### src/rtl/mem_stage_ctrl.sv
// MEM-stage controller: data-memory req/ack sequencing, pipeline stall,
// branch resolution and the MEM/WB pipeline register.
//
// state | meaning
// IDLE  | no access outstanding; new load/store accepted when !hlt
// WAIT  | dmem_req held, waiting for dmem_ack or timeout
// RESP  | access finished; WB register loads on the closing edge
module mem_stage_ctrl #(
    parameter int ACK_TIMEOUT = 255,
    parameter int CNT_W       = 8
) (
    input  logic        clk,
    input  logic        rst_n,
    input  logic        hlt,
    input  logic        re,
    input  logic        we,
    input  logic [21:0] addr,
    input  logic [31:0] wdata,
    input  logic [31:0] alu_result,
    input  logic        use_dst_reg,
    input  logic [4:0]  dst_reg,
    input  logic        is_branch,
    input  logic [2:0]  branch_cond,
    input  logic        flag_ov,
    input  logic        flag_neg,
    input  logic        flag_zero,
    input  logic [21:0] pc_target,
    output logic        dmem_req,
    output logic        dmem_we,
    output logic [21:0] dmem_addr,
    output logic [31:0] dmem_wdata,
    input  logic [31:0] dmem_rdata,
    input  logic        dmem_ack,
    output logic        stall,
    output logic        branch_taken,
    output logic [21:0] branch_pc,
    output logic        wb_we,
    output logic [4:0]  wb_dst_reg,
    output logic [31:0] wb_data,
    output logic        mem_err
);

    typedef enum logic [1:0] {
        IDLE = 2'd0,
        WAIT = 2'd1,
        RESP = 2'd2
    } state_t;

    localparam logic [CNT_W-1:0] CNT_TC = CNT_W'(ACK_TIMEOUT - 1);

    state_t           state;
    state_t           state_nxt;
    logic [CNT_W-1:0] wait_cnt;
    logic [31:0]      load_buf;
    logic             start;
    logic             timeout;
    logic             stall_core;
    logic             wb_upd;
    logic             cond_met;

    assign start   = (re | we) & ~hlt;
    // Terminal count reached on the last permitted WAIT cycle.
    assign timeout = (wait_cnt == CNT_TC);

    always_ff @(posedge clk or negedge rst_n) begin
        if (!rst_n) begin
            state <= IDLE;
        end else begin
            state <= state_nxt;
        end
    end

    always_comb begin
        state_nxt = state;
        case (state)
            IDLE:    if (start) state_nxt = WAIT;
            WAIT:    if (dmem_ack || timeout) state_nxt = RESP;
            // Holding RESP under hlt keeps the finished access until WB can take it.
            RESP:    if (!hlt) state_nxt = IDLE;
            default: state_nxt = IDLE;
        endcase
    end

    always_comb begin
        cond_met = 1'b0;
        case (branch_cond)
            3'b000:  cond_met = ~flag_zero;
            3'b001:  cond_met = flag_zero;
            3'b010:  cond_met = ~flag_zero & ~flag_neg;
            3'b011:  cond_met = flag_neg;
            3'b100:  cond_met = ~flag_neg;
            3'b101:  cond_met = flag_neg | flag_zero;
            3'b110:  cond_met = flag_ov;
            default: cond_met = 1'b1;
        endcase
    end

    always_comb begin
        stall_core   = ((state == IDLE) && start) || (state == WAIT);
        stall        = rst_n & stall_core;
        branch_taken = rst_n & (state == IDLE) & is_branch & ~hlt & ~(re | we) & cond_met;
        branch_pc    = rst_n ? pc_target : 22'd0;
        wb_upd       = ~hlt & ~stall_core;
    end

    always_ff @(posedge clk or negedge rst_n) begin
        if (!rst_n) begin
            dmem_req   <= 1'b0;
            dmem_we    <= 1'b0;
            dmem_addr  <= '0;
            dmem_wdata <= '0;
            wait_cnt   <= '0;
            load_buf   <= '0;
            mem_err    <= 1'b0;
        end else begin
            case (state)
                IDLE: begin
                    wait_cnt <= '0;
                    if (start) begin
                        dmem_req   <= 1'b1;
                        dmem_we    <= we;
                        dmem_addr  <= addr;
                        dmem_wdata <= wdata;
                    end
                end
                WAIT: begin
                    if (dmem_ack) begin
                        dmem_req <= 1'b0;
                        load_buf <= dmem_rdata;
                    end else if (timeout) begin
                        dmem_req <= 1'b0;
                        load_buf <= '0;
                        mem_err  <= 1'b1;
                    end else begin
                        wait_cnt <= wait_cnt + 1'b1;
                    end
                end
                default: wait_cnt <= '0;
            endcase
        end
    end

    always_ff @(posedge clk or negedge rst_n) begin
        if (!rst_n) begin
            wb_we      <= 1'b0;
            wb_dst_reg <= '0;
            wb_data    <= '0;
        end else if (wb_upd) begin
            wb_we      <= use_dst_reg;
            wb_dst_reg <= dst_reg;
            wb_data    <= re ? load_buf : alu_result;
        end
    end

endmodule

### config.mk
export PLATFORM = sky130hd
export DESIGN_NAME = mem_stage_ctrl
export DESIGN_NICKNAME = d
export VERILOG_FILES = /design/src/rtl/mem_stage_ctrl.sv
export SDC_FILE = /design/constraint.sdc
export NUM_CORES = 1
export LEC_CHECK = 0
export ABC_AREA = 1
export BUFFER_PORTS_ARGS = -buffer_cell sky130_fd_sc_hd__buf_2
export CELL_PAD_IN_SITES_DETAIL_PLACEMENT = 1
export CELL_PAD_IN_SITES_GLOBAL_PLACEMENT = 2
export CORE_ASPECT_RATIO = 2
export CORE_UTILIZATION = 23
export CTS_CLUSTER_DIAMETER = 50
export DETAILED_ROUTE_END_ITERATION = 8
export PLACE_DENSITY_LB_ADDON = 0.1
export SYNTH_ARGS = -nofsm -noshare
export SYNTH_HDL_FRONTEND = slang
export SYNTH_SLANG_ARGS = --single-unit
### constraint.sdc
create_clock -name clk -period 1.58 [get_ports clk]
set_input_delay 0.474 -clock clk [delete_from_list [all_inputs] [get_ports clk]]
set_output_delay 0.474 -clock clk [all_outputs]
set_load 0.05 [all_outputs]
==> metrics.yaml, run 1 <==
setup_viol: 26
fmax_mhz: 482
detailroute.via_count: 5673
multi_input_comb_area_um2: 2290
synth-edff-count: 0
worst_slack_ns: -0.495
drive_above_1_share_pct: 45.8
clockRootBuffer: "sky130_fd_sc_hd__clkbuf_16"
grt.met2_usage_pct: 27.6
post_drt_wl_per_cell_um: 16.3
post_synth_inst_count: 681
grt_busiest_layer: "met2"
reg2regPathDepth: 10
fillcell_total: 3110
startpoint_class_of_the_critical_path: "flop"
worst_setup_path_startpoint: "state[1]"
postLayoutCellArea_um2: 9550
static-leakage-power_nw: 5.08
netlist_area_um2: 6050
power.total_mw: 20.1
synth.ff_latch_count: 137
per_instance_average_area_after_synthesis_um2: 8.89
clk-insertion-delay-late_ns: 0.43
grt_max_degree: 53
place.detailed.instances: 1295
core_region_area_um2: 25800
fin_crit_sh_pct: 131
floorplan.die.height_um: 231
groute.layer.met3.usage_pct: 5.47
syn_to_final_growth_pct: 57.8
timing_hold_violations_final: 0
numPortBuffers: 277
synthFlopType: "sky130_fd_sc_hd__dfrtp_1"
drt_iter0_markers: 167
global_route.usage.total_pct: 15.7
violations: "setup timing"
grt_overflow: 0
worst_r2r_endpoint: "wb_data[0]"
grt_first_pass_wirelength_mm: 31.6
cts_htree_levels: 4
timing.slew.headroom_pct: 54.9
p_per_area_nw_per_um2: 2110
die_area_um2: 27000
synth_cell_type_count: 27
critPathKind: "flop to output port"
yosysSeqAreaShare_pct: 56.6
detail_route.vias_per_cell: 4.20
tritoncts_num_sinks: 137
globalRouteMet1Util_pct: 17.0
outcome: "finished, violations left"
chipWidth_um: 117
remaining_drc_errors: 0
r2r_slack_ns: -0.03
yosys.area.top_type: "sky130_fd_sc_hd__dfrtp_1"
slew_viol_final: 0
number_of_nets_at_the_end_of_the_flow: 1160
cts-root-to-sink-buffers: 2
detailed_routing_iteration_count_for_the_pre_antenna_repair_pass: 4
synth_top_area_share_pct: 56.6
final-instance-count-excl-fill: 1352
critPathCaptureType: "output port"
cts_tree: "yes"
maxCapViolCount: 0
antenna_violation_net_count_after_detailed_routing: 0
post_synth_arst_share_pct: 100
unrepaired_setup_endpoints_after_global_routing: "yes"
worst_r2r_startpoint: "state[1]"
top_level_ports: 278
cp.arrival_ns: 1.60
synth_top_cells_by_area: "sky130_fd_sc_hd__dfrtp_1, sky130_fd_sc_hd__nand2_1, sky130_fd_sc_hd__inv_1"
final-seq-area_um2: 3430
numCtsBuffers: 17
rows: 83
slew_of_the_pin_with_the_lowest_slew_margin_ns: 0.677
floorplan.initialDensity_pct: 23.5
finalWeightedCongestion: 0.679
clk_pin_slew_worst_paths_ns: 0.06
antenna_found_initial: 0
setup_tns_ns: -1.15
commonest_cells_after_routing_fill_and_taps_aside: "sky130_fd_sc_hd__buf_2, sky130_fd_sc_hd__nand2_1, sky130_fd_sc_hd__dfrtp_1"
ir_worst_vdd_mv: 0.656
detail_route.wirelength_mm: 22.0
pre_cts_slack_ns: -0.557
layout.cells.most_common: "sky130_fd_sc_hd__buf_2"
layout_min_cycle_time_ns: 2.07
yosysWarningCount: 0
antenna_diodes: 0
first_global_vias: 5739
placed_cell_area_um2: 8080
synth_nets: 842
critical_path_peak_fanout: 2
worst_ep_required_time_ns: 1.11
finClkSkew_ns: 0.00629
largest_registers: "dmem_wdata (32), load_buf (32), wb_data (32)"
place.detailed.hpwl_mm: 14.7
hold_class: "input pin to asynchronous set/reset pin"
[power by group]
group	internal [mW]	leakage [nW]	total [mW]	switching [mW]
Sequential	5.11	1.71	5.97	0.864
Clock	2.39	0.280	3.91	1.52
Combinational	3.07	3.08	10.3	7.18
Total	10.6	5.08	20.1	9.57
[stage by stage]
step | hold slack [ns] | utilization [%]
after CTS | 0.123 | 34.7
after global routing | 0.125 | 37.1
after detailed placement | 0.443 | 31.4
after floorplan | 0.178 | -
after global placement | 0.441 | 31.4
final | 0.135 | 37.1
[metal layers]
metal	wire (um)	vias up
met5	0	-
met4	278	0
met3	1450	13
met2	11900	184
met1	8390	2704
li1	-	2772
[layout make-up]
type	instances	share of cell area, %
timing repair buffer	336	25.3
tap	340	4.46
clock buffer	23	4.90
sequential	137	35.9
inverter	93	4.44
multi-input combinational	414	24.0
clock inverter	9	1.02
[timing repair]
action | CTS | global route
pin swaps | 4 | 2
hold buffers | 2 | 0
setup buffers | 2 | 10
setup endpoints to repair | 38 | 108
resized for setup | 74 | 105
endpoints found under the hold margin | 7 | 0
cloned | 1 | 12
[critical path: stages (launching register included)]
cell	delay (ns)
sky130_fd_sc_hd__dfrtp_1	0.38
sky130_fd_sc_hd__nor2_2	0.15
sky130_fd_sc_hd__nand3_2	0.10
sky130_fd_sc_hd__nor3_4	0.19
sky130_fd_sc_hd__nand2_2	0.09
sky130_fd_sc_hd__nor2_4	0.10
sky130_fd_sc_hd__buf_6	0.16
[cells in the mapped netlist, types with 3 or more instances]
library cell               number
sky130_fd_sc_hd__buf_2         12
sky130_fd_sc_hd__inv_1         93
sky130_fd_sc_hd__nand2_1      211
sky130_fd_sc_hd__o21ai_2       10
sky130_fd_sc_hd__o21bai_1       3
sky130_fd_sc_hd__buf_4          5
sky130_fd_sc_hd__o21ai_1       22
sky130_fd_sc_hd__mux2i_1       32
sky130_fd_sc_hd__nor2_1        10
sky130_fd_sc_hd__nand3_1       41
sky130_fd_sc_hd__buf_6          6
sky130_fd_sc_hd__dfrtp_1      137
sky130_fd_sc_hd__o21ai_0       68
sky130_fd_sc_hd__clkbuf_1      15
[kinds of logic after synthesis]
family	Yosys count	synth area share [%]
compound gates	108	9.84
buf+inv	131	9.43
xor+xnor	2	0.289
simple gates	269	18.1
flops	137	56.6
fa+ha+maj	2	0.413
mux	32	5.29
[worst max-delay path by stage]
| stage | slack (ns) | to |
|---|---|---|
| 2_1_floorplan | -0.21 | branch_taken |
| 3_3_place_gp | -0.56 | branch_taken |
| 3_5_place_dp | -0.56 | branch_taken |
| 4_1_cts | -0.63 | branch_taken |
| 5_1_grt | -0.58 | branch_taken |
| 6_report | -0.49 | branch_taken |
No activity file was read; power rests on OpenSTA's default activity.
==> run 2: changes to the inputs <==
CTS_BUF_LIST = sky130_fd_sc_hd__clkbuf_16   (was default)
PLACE_DENSITY = 0.71   (was default)
PLACE_DENSITY_LB_ADDON = default   (was 0.1)
==> run 2 against run 1 <==
- die area stayed put
- power increased by 0.98%
- setup slack improved by 0.077 ns
- clock skew rose by 0.0021 ns
- count of clock-buffer cells in the layout is 6 lower
- register-to-register slack better by 0.12 ns
- global-route usage rose by 1.4 points
- via count decreased by 1.3%
- the flow still finishes with violations (setup timing)
- final cell count is 1.0% lower
- sequential cell count unchanged
- maximum frequency increased by 3.9%
==> metrics.yaml, run 2 (synthesis gave the netlist of run 1 again) <==
sequentialPowerShare_pct: 29.2
placed_cell_area_um2: 8130
p_per_area_nw_per_um2: 2180
die_area_um2: 27000
numCtsBuffers: 17
internal_power_mw: 10.8
detailroute.via_count: 5602
worstPathBufferInverterCount: 1
path_cells: "nor2_4 > nand3_1 > nor3_2 > nand2_1 > nor2_4 > buf_6"
worst_path_most_repeated_cell: "sky130_fd_sc_hd__nor2_4"
ir_worst_vdd_mv: 0.673
crit_family: "simple AND/OR/NAND/NOR gates"
global_route.usage.total_pct: 17.1
post_drt_wl_per_cell_um: 16.8
finalWeightedCongestion: 0.818
layout_min_cycle_time_ns: 2.00
worst_slack_ns: -0.418
number_of_nets_at_the_end_of_the_flow: 1141
place.detailed.instances: 1296
syn_to_final_growth_pct: 53.9
power_switching_mw: 9.49
pwr-share-clk_pct: 23.0
static-leakage-power_nw: 4.98
grt_max_degree: 80
fmax_mhz: 501
postLayoutCellArea_um2: 9310
critPathCaptureType: "output port"
chipWidth_um: 117
final-seq-area_um2: 3430
floorplan.die.height_um: 231
floorplan.initialDensity_pct: 23.5
fillcell_total: 3071
violations: "setup timing"
critical_path.max_stage_delay_ns: 0.40
first_global_vias: 5835
share_comb_of_total_power_pct: 47.8
multi_input_comb_area_um2: 2170
numPortBuffers: 277
layout.cells.most_common: "sky130_fd_sc_hd__buf_2"
worst_path_max_delay_cell: "sky130_fd_sc_hd__dfrtp_1"
antenna_found_initial: 5
grt_overflow: 0
antenna_violation_net_count_after_detailed_routing: 0
clk_pin_slew_worst_paths_ns: 0.06
drive_above_1_share_pct: 41.1
power.switching_fraction_pct: 46.7
timing.slew.headroom_pct: 58.7
grt_first_pass_wirelength_mm: 33.0
hold_class: "input pin to asynchronous set/reset pin"
final-instance-count-excl-fill: 1338
clockRootBuffer: "sky130_fd_sc_hd__clkbuf_16"
startpoint_class_of_the_critical_path: "flop"
maxCapViolCount: 0
critPathKind: "flop to output port"
unrepaired_setup_endpoints_after_global_routing: "yes"
critical_path_peak_fanout: 2
slew_viol_final: 0
fin_crit_sh_pct: 126
finClkSkew_ns: 0.00836
pre_cts_slack_ns: -0.360
commonest_cells_after_routing_fill_and_taps_aside: "sky130_fd_sc_hd__buf_2, sky130_fd_sc_hd__nand2_1, sky130_fd_sc_hd__dfrtp_1"
rows: 83
cts_tree: "yes"
remaining_drc_errors: 0
setup_viol: 4
cts-root-to-sink-buffers: 2
largest_registers: "dmem_wdata (32), load_buf (32), wb_data (32)"
worst_ep_required_time_ns: 1.11
timing_hold_violations_final: 0
top_level_ports: 278
place.detailed.hpwl_mm: 16.5
cts_htree_levels: 4
core_region_area_um2: 25800
final_core_utilization_pct: 36.2
drt_iter0_markers: 155
tritoncts_num_sinks: 137
detailed_routing_iteration_count_for_the_pre_antenna_repair_pass: 4
slew_of_the_pin_with_the_lowest_slew_margin_ns: 0.619
detail_route.vias_per_cell: 4.19
cp.arrival_ns: 1.52
setup_tns_ns: -0.982
outcome: "finished, violations left"
clk-insertion-delay-late_ns: 0.44
detail_route.wirelength_mm: 22.5
## run 2: final cells by class
| type | instances | area share, % |
|---|---|---|
| inverter | 93 | 4.56 |
| clock inverter | 15 | 2.77 |
| clock buffer | 17 | 4.57 |
| timing repair buffer | 318 | 23.3 |
| tap | 340 | 4.57 |
| antenna | 5 | 0.134 |
| multi-input combinational | 413 | 23.3 |
| sequential | 137 | 36.8 |
## run 2: per-layer routing
layer	wire length, um	vias to the layer above	GRT usage (%)
li1	-	2732	-
met1	7290	2663	15.3
met2	13400	175	33.3
met3	972	32	3.69
met4	843	0	10.4
met5	0	-	0
## run 2: final timing paths
kind | startpoint | to | slack, ns | cells after the start
worst min register to register | load_buf[21] | load_buf[21] | 0.47 | 2
worst max register to register | state[0] | dmem_addr[11] | 0.09 | 7
max in group asynchronous | rst_n | wb_data[22] | 0.71 | 3
worst max-delay path | state[0] | branch_taken | -0.42 | 6
worst min-delay path | rst_n | dmem_addr[11] | 0.03 | 2
min in group clk | wdata[11] | dmem_wdata[11] | 0.27 | 3
## run 2: what timing repair did
action,in CTS,in global routing
setup endpoints to repair,43,120
buffers inserted,1,0
hold buffers,0,0
cloned,2,2
resized for setup,88,42
pin swaps,3,2
## run 2: metrics by stage
| step | power, mW | hold slack, ns |
|---|---|---|
| 6_report | 20.3 | 0.0285 |
| 5_1_grt | 21.5 | 0.0111 |
| 4_1_cts | 20.4 | 0.0112 |
| 3_5_place_dp | 15.3 | 0.408 |
| 3_3_place_gp | 15.1 | 0.406 |
| 2_1_floorplan | 12.4 | 0.178 |
## run 2: power groups by stage
stage	logic (mW)	registers, mW	clock network [mW]
floorplan	2.35	10.1	0
global placement	9.19	5.91	0
detailed placement	9.31	5.98	0
CTS	9.56	5.95	4.85
global route	10.4	6.17	4.97
finish	9.71	5.94	4.68
==> run 3: changes to the inputs <==
CORE_ASPECT_RATIO = default   (was 2)
==> run 3 against run 2 <==
- the flow still finishes with violations (setup timing)
- worst hold slack better by 0.22 ns
- non-clock buffer count is 5 higher
- final area is 1.4% lower
- maximum frequency is 0.52% higher
- critical path depth stayed put
- power is 5.5% lower
- sequential share of layout area is 0.53 points higher
- combinational power is 5.3% lower
- register-to-register slack better by 0.02 ns
- global-route usage is 2.7 points lower
- sequential power hardly changed
- critical path type unchanged
==> metrics.yaml, run 3 (synthesis gave the netlist of run 1 again) <==
detail_route.vias_per_cell: 4.12
outcome: "finished, violations left"
finClkSkew_ns: 0.0151
cts_tree: "yes"
number_of_nets_at_the_end_of_the_flow: 1146
die_area_um2: 27000
fin_crit_sh_pct: 126
whs_ns: 0.251
cts_htree_levels: 4
finalWeightedCongestion: 0.714
ir_worst_vdd_mv: 0.897
setup_viol: 13
antenna_found_initial: 5
grt_max_degree: 67
final-seq-area_um2: 3430
violations: "setup timing"
setup_tns_ns: -1.32
timing.slew.headroom_pct: 42.5
multi_input_comb_area_um2: 2210
numCtsBuffers: 17
top_level_ports: 278
critical_path.max_stage_delay_ns: 0.41
floorplan.initialDensity_pct: 23.4
syn_to_final_growth_pct: 51.7
worst_slack_ns: -0.407
critPathCaptureType: "output port"
antenna_violation_net_count_after_detailed_routing: 0
first_global_vias: 5628
rows: 59
cp.arrival_ns: 1.51
grt_overflow: 0
numPortBuffers: 277
worst_setup_path_startpoint: "state[1]"
clk-insertion-delay-late_ns: 0.42
layout_min_cycle_time_ns: 1.99
fmax_mhz: 503
fillcell_total: 3057
slew_viol_final: 0
static-leakage-power_nw: 4.94
clockRootBuffer: "sky130_fd_sc_hd__clkbuf_16"
final_core_utilization_pct: 35.4
global_route.usage.total_pct: 14.4
floorplan.die.height_um: 164
largest_registers: "dmem_wdata (32), load_buf (32), wb_data (32)"
worst_r2r_startpoint: "state[0]"
detail_route.wirelength_mm: 19.5
clk_pin_slew_worst_paths_ns: 0.06
post_drt_wl_per_cell_um: 14.6
hold_class: "input pin to asynchronous set/reset pin"
unrepaired_setup_endpoints_after_global_routing: "yes"
tritoncts_num_sinks: 137
maxCapViolCount: 0
drive_above_1_share_pct: 41.6
worst_path_max_delay_cell: "sky130_fd_sc_hd__dfrtp_1"
worst_ep_required_time_ns: 1.11
layout.cells.most_common: "sky130_fd_sc_hd__buf_2"
remaining_drc_errors: 0
cts-root-to-sink-buffers: 2
drt_iter0_markers: 237
grt_first_pass_wirelength_mm: 30.1
detailroute.via_count: 5504
startpoint_class_of_the_critical_path: "flop"
critPathKind: "flop to output port"
worst_path_most_repeated_cell: "sky130_fd_sc_hd__nor2_4"
detailed_routing_iteration_count_for_the_pre_antenna_repair_pass: 4
core_region_area_um2: 25900
slew_of_the_pin_with_the_lowest_slew_margin_ns: 0.863
chipWidth_um: 164
critical_path_peak_fanout: 2
commonest_cells_after_routing_fill_and_taps_aside: "sky130_fd_sc_hd__buf_2, sky130_fd_sc_hd__nand2_1, sky130_fd_sc_hd__dfrtp_1"
p_per_area_nw_per_um2: 2090
place.detailed.hpwl_mm: 13.7
timing_hold_violations_final: 0
path_cells: "nor2_4 > nand3_1 > nor3_2 > nand2_1 > nor2_4 > buf_12"
==> run 3: cell types whose count changed in the layout (fill, tap and decap cells not counted), moves of 6 or more <==
cell	previous run	this run
sky130_fd_sc_hd__buf_2	211	245
sky130_fd_sc_hd__buf_6	27	17
sky130_fd_sc_hd__nand2_2	18	12
sky130_fd_sc_hd__nand2_4	4	10
sky130_fd_sc_hd__buf_4	44	33
sky130_fd_sc_hd__clkbuf_4	22	6
sky130_fd_sc_hd__buf_8	2	9
==> run 3: report_power, final <==
part	switching, mW	internal [mW]	total, mW
clock network	1.74	2.36	4.10
logic	6.84	2.35	9.20
registers	0.817	5.10	5.91
==> run 3: per-stage QoR <==
stage | instances | power, mW | worst slack, ns | cell area, um2
finish | 1335 | 19.2 | -0.407 | 9180
CTS | 1324 | 19.3 | -0.455 | 8910
detailed placement | 1289 | 15.0 | -0.360 | 8090
global placement | 1289 | 14.8 | -0.375 | 8090
global route | 1332 | 20.4 | -0.515 | 9170
floorplan | 681 | 12.4 | -0.214 | 6150
==> run 3: worst paths after layout <==
path / endpoint / slack, ns / cells past startpoint
worst max-delay path: branch_taken / -0.41 / 6
worst min-delay path: dmem_addr[20] / 0.25 / 3
worst max register to register: wait_cnt[1] / 0.11 / 8
worst min register to register: load_buf[3] / 0.47 / 2
max in group asynchronous: load_buf[3] / 0.36 / 5
min in group clk: load_buf[9] / 0.28 / 3
==> run 3: critical path: cells and delay by family (launching register included) <==
kind	cells	cell delay [ns]
AND/OR/NAND/NOR	5	0.55
flip-flops	1	0.41
buffers and inverters	1	0.14
==> run 3: final cells by class <==
cell class / instances / share of cell area [%]
Antenna cell: 3 / 0.0818
Clock buffer: 17 / 4.63
Clock inverter: 14 / 1.76
Inverter: 93 / 4.66
Multi-Input combinational cell: 413 / 24.0
Sequential cell: 137 / 37.3
Tap cell: 335 / 4.57
Timing Repair Buffer: 323 / 22.9
==> run 3: repair_timing <==
| action | 4_1_cts | 5_1_grt |
|---|---|---|
| buffers inserted | 4 | 6 |
| resized for setup | 63 | 43 |
| gates cloned | 0 | 2 |
| endpoints found under the setup margin | 48 | 67 |
| hold buffers | 0 | 2 |
| pin swaps | 3 | 3 |
| endpoints found under the hold margin | 0 | 6 |
==> run 3: per-layer routing <==
layer	track usage, %	up-vias	part of all wire [%]
li1	-	2749	-
met1	17.9	2539	44
met2	22.7	193	45
met3	5.98	17	10
met4	4.29	6	0.75
met5	0	-	0.19
